## src/rtl/dbg_link_pkg.sv

```systemverilog
// Shared types and protocol constants for the host-to-BRAM debug link.
package dbg_link_pkg;

  typedef enum logic [3:0] {
    IDLE, H_TGT, H_CNT0, H_CNT1,
    LD_BYTE, LD_WR, LD_CSUM,
    DP_ADDR, DP_WAIT, DP_SEND, DP_CSUM,
    ACK, ERR
  } linkState_t;

  typedef struct packed {
    logic [31:0] a2;
    logic [31:0] wd2;
    logic [3:0]  we2;
  } portReq_t;

  localparam logic [7:0] CMD_LOAD = 8'h4C;
  localparam logic [7:0] CMD_DUMP = 8'h44;
  localparam logic [7:0] RSP_ACK  = 8'h06;
  localparam logic [7:0] RSP_ERR  = 8'h15;
  localparam logic [7:0] TGT_DATA = 8'h00;
  localparam logic [7:0] TGT_INST = 8'h01;

  function automatic logic [31:0] byteAddr(input logic [29:0] idx);
    return {idx, 2'b00};
  endfunction

endpackage

```

## src/rtl/dbg_port_mux.sv

```systemverilog
// Steers the link's BRAM request to the selected debug port; the other port sees all zeros.
module dbg_port_mux
  import dbg_link_pkg::*;
(
  input  logic        instSel,
  input  portReq_t    req,
  output portReq_t    dataReq,
  output portReq_t    instReq,
  input  logic [31:0] dataRd,
  input  logic [31:0] instRd,
  output logic [31:0] rd
);

  assign dataReq = instSel ? '0  : req;
  assign instReq = instSel ? req : '0;
  assign rd      = instSel ? instRd : dataRd;

endmodule

```

## src/rtl/dbg_ram_link.sv

```systemverilog
// Host byte-stream loader/dumper for the RV32Core instruction and data BRAM debug ports.
// Optional DBG_RAM_LINK_CHECKSUM_EN adds an XOR-of-data byte after load and dump payloads.
module dbg_ram_link
  import dbg_link_pkg::*;
#(
  parameter int BRAM_WORDS = 4096,
  parameter int RD_LAT     = 1
) (
  input  logic        CPU_CLK,
  input  logic        CPU_RST,
  input  logic [7:0]  rx_data,
  input  logic        rx_valid,
  output logic        rx_ready,
  output logic [7:0]  tx_data,
  output logic        tx_valid,
  input  logic        tx_ready,
  output logic        cpu_hold,
  output logic [31:0] CPU_Debug_DataRAM_A2,
  output logic [31:0] CPU_Debug_DataRAM_WD2,
  output logic [3:0]  CPU_Debug_DataRAM_WE2,
  input  logic [31:0] CPU_Debug_DataRAM_RD2,
  output logic [31:0] CPU_Debug_InstRAM_A2,
  output logic [31:0] CPU_Debug_InstRAM_WD2,
  output logic [3:0]  CPU_Debug_InstRAM_WE2,
  input  logic [31:0] CPU_Debug_InstRAM_RD2
);

  localparam int AW = $clog2(BRAM_WORDS);
`ifdef DBG_RAM_LINK_CHECKSUM_EN
  localparam bit CSUM_EN = 1'b1;
`else
  localparam bit CSUM_EN = 1'b0;
`endif
  localparam logic [16:0] MAX_CNT = 17'(BRAM_WORDS);
  localparam logic [AW:0] ONE     = (AW+1)'(1);
  localparam logic [1:0]  LAT_M1  = 2'(RD_LAT - 1);

  linkState_t  state, stateNext;
  logic        isLoad, tgtSel;
  logic [7:0]  cntLo, csum;
  logic [AW:0] cntReg, wordIdx;
  logic [1:0]  byteIdx, waitCnt;
  logic [31:0] wordBuf, rdSel, curAddr;
  logic [16:0] cntFull;
  logic        rxFire, txFire, lastWord, lastByte;
  portReq_t    req, dataReq, instReq;

  assign rxFire   = rx_valid & rx_ready;
  assign txFire   = tx_valid & tx_ready;
  assign lastWord = (wordIdx + ONE) == cntReg;
  assign lastByte = byteIdx == 2'd3;
  assign cntFull  = {1'b0, rx_data, cntLo};
  assign curAddr  = byteAddr(30'(wordIdx[AW-1:0]));
  assign cpu_hold = state != IDLE;

  always_ff @(posedge CPU_CLK) begin
    if (!CPU_RST) state <= IDLE;
    else          state <= stateNext;
  end

  always_comb begin
    stateNext = state;
    rx_ready  = 1'b0;
    tx_valid  = 1'b0;
    tx_data   = 8'h00;
    req       = '0;
    case (state)
      IDLE: begin
        rx_ready = 1'b1;
        if (rx_valid)
          stateNext = (rx_data == CMD_LOAD || rx_data == CMD_DUMP) ? H_TGT : ERR;
      end
      H_TGT: begin
        rx_ready = 1'b1;
        if (rx_valid)
          stateNext = (rx_data == TGT_DATA || rx_data == TGT_INST) ? H_CNT0 : ERR;
      end
      H_CNT0: begin
        rx_ready = 1'b1;
        if (rx_valid) stateNext = H_CNT1;
      end
      H_CNT1: begin
        rx_ready = 1'b1;
        if (rx_valid) begin
          if (cntFull > MAX_CNT)      stateNext = ERR;
          else if (cntFull == 17'd0)  stateNext = ACK;
          else                        stateNext = isLoad ? LD_BYTE : DP_ADDR;
        end
      end
      LD_BYTE: begin
        rx_ready = 1'b1;
        if (rx_valid && lastByte) stateNext = LD_WR;
      end
      LD_WR: begin
        req.a2  = curAddr;
        req.wd2 = wordBuf;
        req.we2 = 4'hF;
        if (!lastWord)    stateNext = LD_BYTE;
        else if (CSUM_EN) stateNext = LD_CSUM;
        else              stateNext = ACK;
      end
      LD_CSUM: begin
        rx_ready = 1'b1;
        if (rx_valid) stateNext = (rx_data == csum) ? ACK : ERR;
      end
      DP_ADDR: begin
        req.a2    = curAddr;
        stateNext = DP_WAIT;
      end
      DP_WAIT: begin
        req.a2 = curAddr;
        if (waitCnt == 2'd0) stateNext = DP_SEND;
      end
      DP_SEND: begin
        tx_valid = 1'b1;
        tx_data  = wordBuf[7:0];
        if (tx_ready && lastByte) begin
          if (!lastWord)    stateNext = DP_ADDR;
          else if (CSUM_EN) stateNext = DP_CSUM;
          else              stateNext = ACK;
        end
      end
      DP_CSUM: begin
        tx_valid = 1'b1;
        tx_data  = csum;
        if (tx_ready) stateNext = ACK;
      end
      ACK: begin
        tx_valid = 1'b1;
        tx_data  = RSP_ACK;
        if (tx_ready) stateNext = IDLE;
      end
      ERR: begin
        tx_valid = 1'b1;
        tx_data  = RSP_ERR;
        if (tx_ready) stateNext = IDLE;
      end
      default: stateNext = IDLE;
    endcase
  end

  // Word buffer shifts right: load fills from the top so the first byte lands in [7:0],
  // dump drains from the bottom so the first byte sent is [7:0].
  always_ff @(posedge CPU_CLK) begin
    if (!CPU_RST) begin
      isLoad  <= 1'b0;
      tgtSel  <= 1'b0;
      cntLo   <= 8'h00;
      cntReg  <= '0;
      wordIdx <= '0;
      byteIdx <= 2'd0;
      waitCnt <= 2'd0;
      wordBuf <= 32'h0;
      csum    <= 8'h00;
    end else begin
      case (state)
        IDLE: if (rxFire) begin
          isLoad  <= rx_data == CMD_LOAD;
          wordIdx <= '0;
          byteIdx <= 2'd0;
          csum    <= 8'h00;
        end
        H_TGT:  if (rxFire) tgtSel <= rx_data == TGT_INST;
        H_CNT0: if (rxFire) cntLo  <= rx_data;
        H_CNT1: if (rxFire) cntReg <= cntFull[AW:0];
        LD_BYTE: if (rxFire) begin
          wordBuf <= {rx_data, wordBuf[31:8]};
          csum    <= csum ^ rx_data;
          byteIdx <= byteIdx + 2'd1;
        end
        LD_WR:   wordIdx <= wordIdx + ONE;
        DP_ADDR: waitCnt <= LAT_M1;
        DP_WAIT: begin
          if (waitCnt == 2'd0) begin
            wordBuf <= rdSel;
            byteIdx <= 2'd0;
          end else begin
            waitCnt <= waitCnt - 2'd1;
          end
        end
        DP_SEND: if (txFire) begin
          wordBuf <= {8'h00, wordBuf[31:8]};
          csum    <= csum ^ wordBuf[7:0];
          byteIdx <= byteIdx + 2'd1;
          if (lastByte) wordIdx <= wordIdx + ONE;
        end
        default: ;
      endcase
    end
  end

  dbg_port_mux uMux (
    .instSel (tgtSel),
    .req     (req),
    .dataReq (dataReq),
    .instReq (instReq),
    .dataRd  (CPU_Debug_DataRAM_RD2),
    .instRd  (CPU_Debug_InstRAM_RD2),
    .rd      (rdSel)
  );

  assign CPU_Debug_DataRAM_A2  = dataReq.a2;
  assign CPU_Debug_DataRAM_WD2 = dataReq.wd2;
  assign CPU_Debug_DataRAM_WE2 = dataReq.we2;
  assign CPU_Debug_InstRAM_A2  = instReq.a2;
  assign CPU_Debug_InstRAM_WD2 = instReq.wd2;
  assign CPU_Debug_InstRAM_WE2 = instReq.we2;

endmodule

```

## config.mk

```make
export PLATFORM = sky130hd
export DESIGN_NAME = dbg_ram_link
export DESIGN_NICKNAME = d
export VERILOG_FILES = /design/src/rtl/dbg_link_pkg.sv /design/src/rtl/dbg_port_mux.sv /design/src/rtl/dbg_ram_link.sv
export SDC_FILE = /design/constraint.sdc
export NUM_CORES = 1
export LEC_CHECK = 0
export ABC_AREA = 1
export BUFFER_PORTS_ARGS = -buffer_cell sky130_fd_sc_hd__buf_2
export CORE_MARGIN = 1
export CORE_UTILIZATION = 48
export CTS_BUF_LIST = sky130_fd_sc_hd__clkbuf_8
export DETAILED_ROUTE_END_ITERATION = 8
export PLACE_DENSITY = 0.8
export SETUP_SLACK_MARGIN = 0.1
export SYNTH_ARGS = -nofsm -noshare
export SYNTH_HDL_FRONTEND = slang
export SYNTH_HIERARCHICAL = 1
export SYNTH_SLANG_ARGS = --single-unit
```

## constraint.sdc

```tcl
create_clock -name CPU_CLK -period 2.4 [get_ports CPU_CLK]
set_clock_uncertainty 0.2 [all_clocks]
set_input_delay 0.6 -clock CPU_CLK [delete_from_list [all_inputs] [get_ports CPU_CLK]]
set_output_delay 0.6 -clock CPU_CLK [all_outputs]
set_load 0.02 [all_outputs]
```

==> metrics.md, run 1 <==
| Metric | Value |
|---|---|
| H-Tree Depth | 3 |
| R2R Path End | wordBuf[22] |
| Port Buffers | 182 |
| Vias in the first global route | 6990 |
| CP endpoint | CPU_Debug_InstRAM_WD2[19] |
| RePlAce Congestion | 0.8778 |
| Fillers | around 1100 |
| Ys flop type | dfxtp_1 |
| Critical Path Start | state[2] |
| Routed WL | 21.31 mm |
| ANT cells | 0 |
| IO Pins | between 200 and 250 |
| Sw Ratio | 0.4854 |
| Clock power frac | 0.139 |
| YS warnings | 6 |
| Ranking of synthesized cells by area | dfxtp_1, nand2_1, inv_1, nor2_1, o21ai_0 |
| Cells on worst reg2reg path | 15 |
| Family with the most delay on the worst path | buffers and inverters |
| Post-route DRC violation count | 0 |
| Critical Path End Type | output pin |
| Worst path bufs/invs | 6 |
| Post-Syn Area | 0.006509 mm2 |
| Most frequent cells in the layout | nand2_1, inv_1, buf_4 |
| TritonCTS clock tree | yes |
| Req. time, crit path | ~1600 ps |
| Crit path time final | between 2000 and 3000 ps |
| Core Area | between 0.01 and 0.015 mm2 |
| Layout cell share with drive strength beyond 1 | 0.3149 |
| 1st-pass router iterations | 5 |
| Crit path kind | flop to output pin |
| GRT overflow | 0 |
| Post-synth EDFFs | 0 |
| CP startpoint kind | flop |
| Final Hold Vio Count | 0 |
| Std cell rows | 42 |
| Async SR Flop Fraction | 0 |
| Vias per cell | 4.940 |
| Avg Inst Size Synth | 5.592 um2 |
| Share of total power in sequential cells | 0.312 |
| Post-DP HPWL | 14.55 mm |
| CTS Buffer Depth | 2 |
| Initial antenna violation count | 0 |
| Num CTS Buffers | 9 |
| Critical Path AT | 1790 ps |
| Setup ws final | -194.4 ps |
| Worst-path cell chain | inv_2 -> nor2_2 -> inv_2 -> nor2_4 -> inv_6 -> clkbuf_16 -> nor2_2 -> nand2_1 -> inv_1 -> buf_4 |
| Die Wd | between 100 and 150 um |
| Layout net count | about 1500 |
| CTS root buf | clkbuf_8 |
| Largest stage delay, worst path | approximately 380 ps |
| CTS Sinks | 84 |
| R2R Path Start | state[3] |
| Placed cell count | 1547 |
| Sequential element share of the synthesized area | 0.2584 |
| Switching pwr | 0.003424 W |
| Clk Latency, worst-skew pair | 370 ps |
| Largest net degree at the start of global routing | 49 |
| Int Pwr | roughly 0.0036 W |
| Clk slew on worst S/H paths | 100 ps |
| Cell Pwr Density | 745.7 mW/mm2 |
| RSZ-0062 raised after global routing | true |
| Max FO, Critical Path | 8 |
| Initial DRC Count | roughly 570 |
| Distinct cells, synth | 38 |
| Synth area leader | dfxtp_1 |
| Yosys top cell area share | 0.2584 |
| FF+latch count, synth | 84 |
| Non-Filler Instances | ~1600 |
| Initial Util | 0.4915 |
| Syn-to-layout area delta | 45.33% |
| Leakage power | around 4.7 nW |
| Run status | finished, violations left |
| Die Ht | 118.4 um |
| Final Cycle Share | 1.081 |
| Worst min path class | flop to flop |
| Hold buffer count at CTS | 0 |
| Synthesized instance count | 1164 |
| Full die area | 0.01403 mm2 |
| Max Slew Vio Count | 0 |
| Setup Total Neg Slack | -13710 ps |
| Crit-path slowest cell | dfxtp_4 |
| First-pass GRT wire length | 32.88 mm |
| Most common cell after layout, fill and taps aside | nand2_1 |
| Antenna viol nets, final | 0 |
| Peak supply drop | about 470 uV |
| Max Cap Viol | 0 |
| # setup viols final | 105 |
| Via count | 7850 |
| Dpl cell area | between 0.007 and 0.008 mm2 |
| Max Freq | between 0.3 and 0.4 GHz |
| R2R Setup Slk | 120 ps |
| Failing checks | setup timing |
| Critical path depth | 10 |
| Final instance area | 0.009459 mm2 |
| Combinational power share | 0.549 |
| Gr usage total | 0.2873 |
| Routed length per instance | 13.41 um |
registers in the layout, summed over array words and instances (netlist names):
signal,cells
wordIdx,13
isLoad,1
csum,8
waitCnt,2
byteIdx,2
state,4
cntLo,8
tgtSel,1
wordBuf,32
cntReg,13
Yosys cell counts (2+ instances only):
cell,n
nand2_1,366
inv_1,235
nor2_1,143
dfxtp_1,84
o21ai_0,62
a21oi_1,51
nand3_1,47
a31oi_1,24
clkbuf_1,23
inv_2,21
buf_6,18
a211oi_1,12
buf_2,11
a221oi_1,8
xnor2_1,8
nand4_1,6
nor3_1,6
o211ai_1,5
o21ai_1,4
buf_4,3
ha_1,3
nor2_2,3
nor2_4,3
a211oi_2,2
nand2_2,2
xor2_1,2
metrics by stage:
stage / hold WS [ps] / setup slack, ps / utilization / power [W]
global placement: 256.5 / 39.23 / 0.6026 / 0.004937
global route: 296.4 / -330.0 / 0.7143 / 0.007434
CTS: 268.3 / -154.7 / 0.6780 / 0.006282
floorplan: 240.3 / 121.8 / - / 0.004240
finish: 268.8 / -194.4 / 0.7143 / 0.007053
detailed placement: 255.3 / 31.22 / 0.6026 / 0.004986
cell families (layout without fill, tap and decap cells):
| group | count (synthesis) | after routing | share of synthesized area |
|---|---|---|---|
| adder cells (fa/ha/maj) | 3 | 3 | 0.005768 |
| other | 1 | 40 | 0.0005761 |
| AND/OR/NAND/NOR | 581 | 581 | 0.3597 |
| XOR/XNOR | 11 | 11 | 0.01692 |
| buffers and inverters | 312 | 522 | 0.2049 |
| flip-flops | 84 | 84 | 0.2584 |
| AO/OA/AOI/OAI | 172 | 172 | 0.1538 |
what timing repair did:
action                     4_1_cts  5_1_grt
pin swaps                        3        8
setup buffers                   13        6
hold endpoints to repair         0        0
gates resized for setup        236       99
setup endpoints to repair      115      157
cloned                           2        5
worst reg2reg max path, delay by kind of cell, from the launching register on:
| family | cells | cell delay [ps] |
|---|---|---|
| buffers and inverters | 9 | 820 |
| DFF | 1 | 380 |
| AOI/OAI and AO/OA | 2 | 190 |
| and+or+nand+nor | 4 | 560 |
power groups by stage:
stage	Combinational (W)	Clock [W]	Sequential [W]
2_1_floorplan	0.00225	0	0.00199
4_1_cts	0.00316	0.000981	0.00214
6_report	0.00387	0.000977	0.00220
3_3_place_gp	0.00281	0	0.00212
5_1_grt	0.00417	0.00103	0.00223
3_5_place_dp	0.00286	0	0.00213
worst min path at each step:
stage / startpoint / end / slack, ps / cells after the start
2_1_floorplan: cntLo[2] / cntLo[2] / 240 / 2
3_3_place_gp: cntLo[0] / cntLo[0] / 260 / 2
3_5_place_dp: cntLo[4] / cntLo[4] / 260 / 2
4_1_cts: cntLo[4] / cntLo[4] / 270 / 2
5_1_grt: cntReg[9] / cntReg[9] / 300 / 2
6_report: cntLo[4] / cntLo[4] / 270 / 2
layout make-up:
| class | instances | area [um2] | area share |
|---|---|---|---|
| clock buffer | 9 | 123.9 | 0.01310 |
| clock inverter | 7 | 58.81 | 0.006217 |
| inverter | 257 | 992.2 | 0.1049 |
| multi-input combinational | 807 | 4269 | 0.4513 |
| sequential | 84 | 1709 | 0.1807 |
| tap | 176 | 220.2 | 0.02328 |
| timing repair buffer | 247 | 2066 | 0.2184 |
| timing repair inverter | 2 | 20.02 | 0.002116 |
per-layer routing:
layer  vias up  share of wire  track usage
met5         -              0            0
met4         0          0.037       0.1234
li1       3965              -            -
met1      3474           0.40       0.3404
met3        60          0.059      0.03716
met2       351           0.50       0.5176
Note: power is estimated with default switching activity, not from simulation.
==> inputs of run 2 (changes only) <==
- CORE_UTILIZATION: 48 -> 47
- CTS_BUF_LIST: sky130_fd_sc_hd__clkbuf_8 -> not set
- PLACE_DENSITY: 0.8 -> 0.79
==> run 2 against run 1 <==
Net effect:
- the flow still finishes with violations (setup timing)
- register-to-register slack gained 60 ps
- final cell count decreased by 0.25%
- die area is 2.1% higher
- clock-buffer cell count grew 1
- global-route usage up 0.83 points
- utilization down 0.12 points
- hold slack gained 0.59 ps
- critical path type unchanged
- largest power group unchanged
==> metrics.md, run 2 (same netlist as run 1, synthesis figures left out) <==
| Metric | Value |
|---|---|
| Clk Latency, worst-skew pair | 340 ps |
| Initial Util | 0.4857 |
| Worst path bufs/invs | 7 |
| Max FFs per register | 32 |
| First-pass GRT wire length | approximately 34 mm |
| 1st-pass router iterations | 6 |
| Max Cap Viol | 0 |
| Final Hold Vio Count | 0 |
| CTS Buffer Depth | 2 |
| Crit-path slowest cell | dfxtp_2 |
| Tot Pwr | 0.007222 W |
| Worst min path class | flop to flop |
| Post-DP HPWL | 14.69 mm |
| Failing checks | setup timing |
| RePlAce Congestion | between 0.9 and 1 |
| Largest net degree at the start of global routing | 49 |
| Die Ht | 119.7 um |
| Cell Pwr Density | 755.9 mW/mm2 |
| CP startpoint kind | flop |
| Initial antenna violation count | 0 |
| Family with the most delay on the worst path | buffers and inverters |
| Max Slew Vio Count | 0 |
| H-Tree Depth | 3 |
| Multi-input gate area | 0.004187 mm2 |
| Vias per cell | 5.015 |
| Layout net count | 1483 |
| TritonCTS clock tree | yes |
| ANT cells | 0 |
| RSZ-0062 raised after global routing | true |
| Most frequent cells in the layout | nand2_1, inv_1, buf_2 |
| Vias in the first global route | 7123 |
| Clk slew on worst S/H paths | 70 ps |
| GRT overflow | 0 |
| Most common cell after layout, fill and taps aside | nand2_1 |
| # setup viols final | between 90 and 100 |
| Leakage power | 4.670 nW |
| Critical Path End Type | output pin |
| Post-route DRC violation count | 0 |
| Layout cell share with drive strength beyond 1 | 0.2931 |
| Max Freq | about 0.38 GHz |
| Core Area | 0.01340 mm2 |
| Initial DRC Count | 707 |
| Crit path kind | flop to output pin |
| Routed WL | approximately 22 mm |
| CTS Sinks | 84 |
| Full die area | 0.01432 mm2 |
| Syn-to-layout area delta | 46.81% |
| Std cell rows | 42 |
| CTS root buf | clkbuf_16 |
| Fin util | 0.7131 |
| Die Wd | 119.7 um |
| Via count | 7948 |
| Hold Slack | 269.4 ps |
| Reg with most FFs | wordBuf |
| Critical Path AT | 1800 ps |
| Worst-path cell chain | inv_2 -> nor2_4 -> inv_2 -> nor2_4 -> inv_8 -> nand3_2 -> buf_12 -> nand2_1 -> inv_1 -> inv_1 -> nor2_1 -> buf_4 |
| Max FO, Critical Path | 12 |
| Fillers | 1047 |
| Port Buffers | 182 |
| Routed length per instance | between 10 and 15 um |
| Crit path time final | 2599 ps |
| Run status | finished, violations left |
| Gr usage total | 0.2956 |
| Biggest regs | wordBuf: 32 flops, cntReg: 13 flops, wordIdx: 13 flops |
| IO Pins | 223 |
| Peak supply drop | around 510 uV |
| Req. time, crit path | roughly 1600 ps |
| Setup ws final | -199.3 ps |
| Num CTS Buffers | 9 |
| Antenna viol nets, final | 0 |
| Sequential cell area | approximately 0.0017 mm2 |
| Final Cycle Share | 1.083 |
| Largest stage delay, worst path | 330 ps |
## run 2: stage by stage
step           cells  cell area [um2]  TNS, ps  setup WS, ps
5_1_grt         1585             9555   -16810        -295.6
4_1_cts         1582             9403    -7024        -149.0
6_report        1585             9555    -8998        -199.3
3_3_place_gp    1555             8053        0         87.14
2_1_floorplan   1203             6820        0         121.8
3_5_place_dp    1555             8053        0         28.01
## run 2: where the power goes
part           leakage (nW)  switching [W]  internal (W)
registers             0.690       0.000375       0.00177
logic                  3.82        0.00228       0.00127
clock network         0.157       0.000638      0.000888
total                  4.67        0.00330       0.00392
## run 2: layer usage
metal  vias up  part of all wire  track usage
li1       3959                 -            -
met1      3522              0.41       0.3604
met2       396              0.49       0.5148
met3        71             0.064      0.04040
met4         0             0.041       0.1328
met5         -                 0            0
## run 2: worst register-to-register path, delay by kind of cell (launching register included)
family / cells / cell delay (ps)
AOI/OAI and AO/OA: 2 / 300
DFF: 1 / 360
buffers and inverters: 7 / 750
and+or+nand+nor: 4 / 510
## run 2: timing repair
item / CTS / global route
setup buffers: 6 / 3
pin swaps: 10 / 5
cloned: 5 / 0
resized for setup: 276 / 42
setup endpoints to repair: 110 / 157
hold buffers: 0 / 0
## run 2: layout make-up
cell class	count	area share
Timing Repair Buffer	245	0.2234
Tap cell	176	0.02305
Clock inverter	6	0.007856
Clock buffer	10	0.02619
Multi-Input combinational cell	807	0.4381
Sequential cell	84	0.1783
Inverter	257	0.1031
## run 2: final timing paths
path	cells after the start	slack, ps	startpoint	endpoint
setup / recovery	12	-200	state[2]	CPU_Debug_DataRAM_A2[2]
hold reg to reg	2	270	cntReg[0]	cntReg[0]
hold / removal	2	270	cntReg[0]	cntReg[0]
setup reg to reg	13	180	state[1]	wordBuf[23]
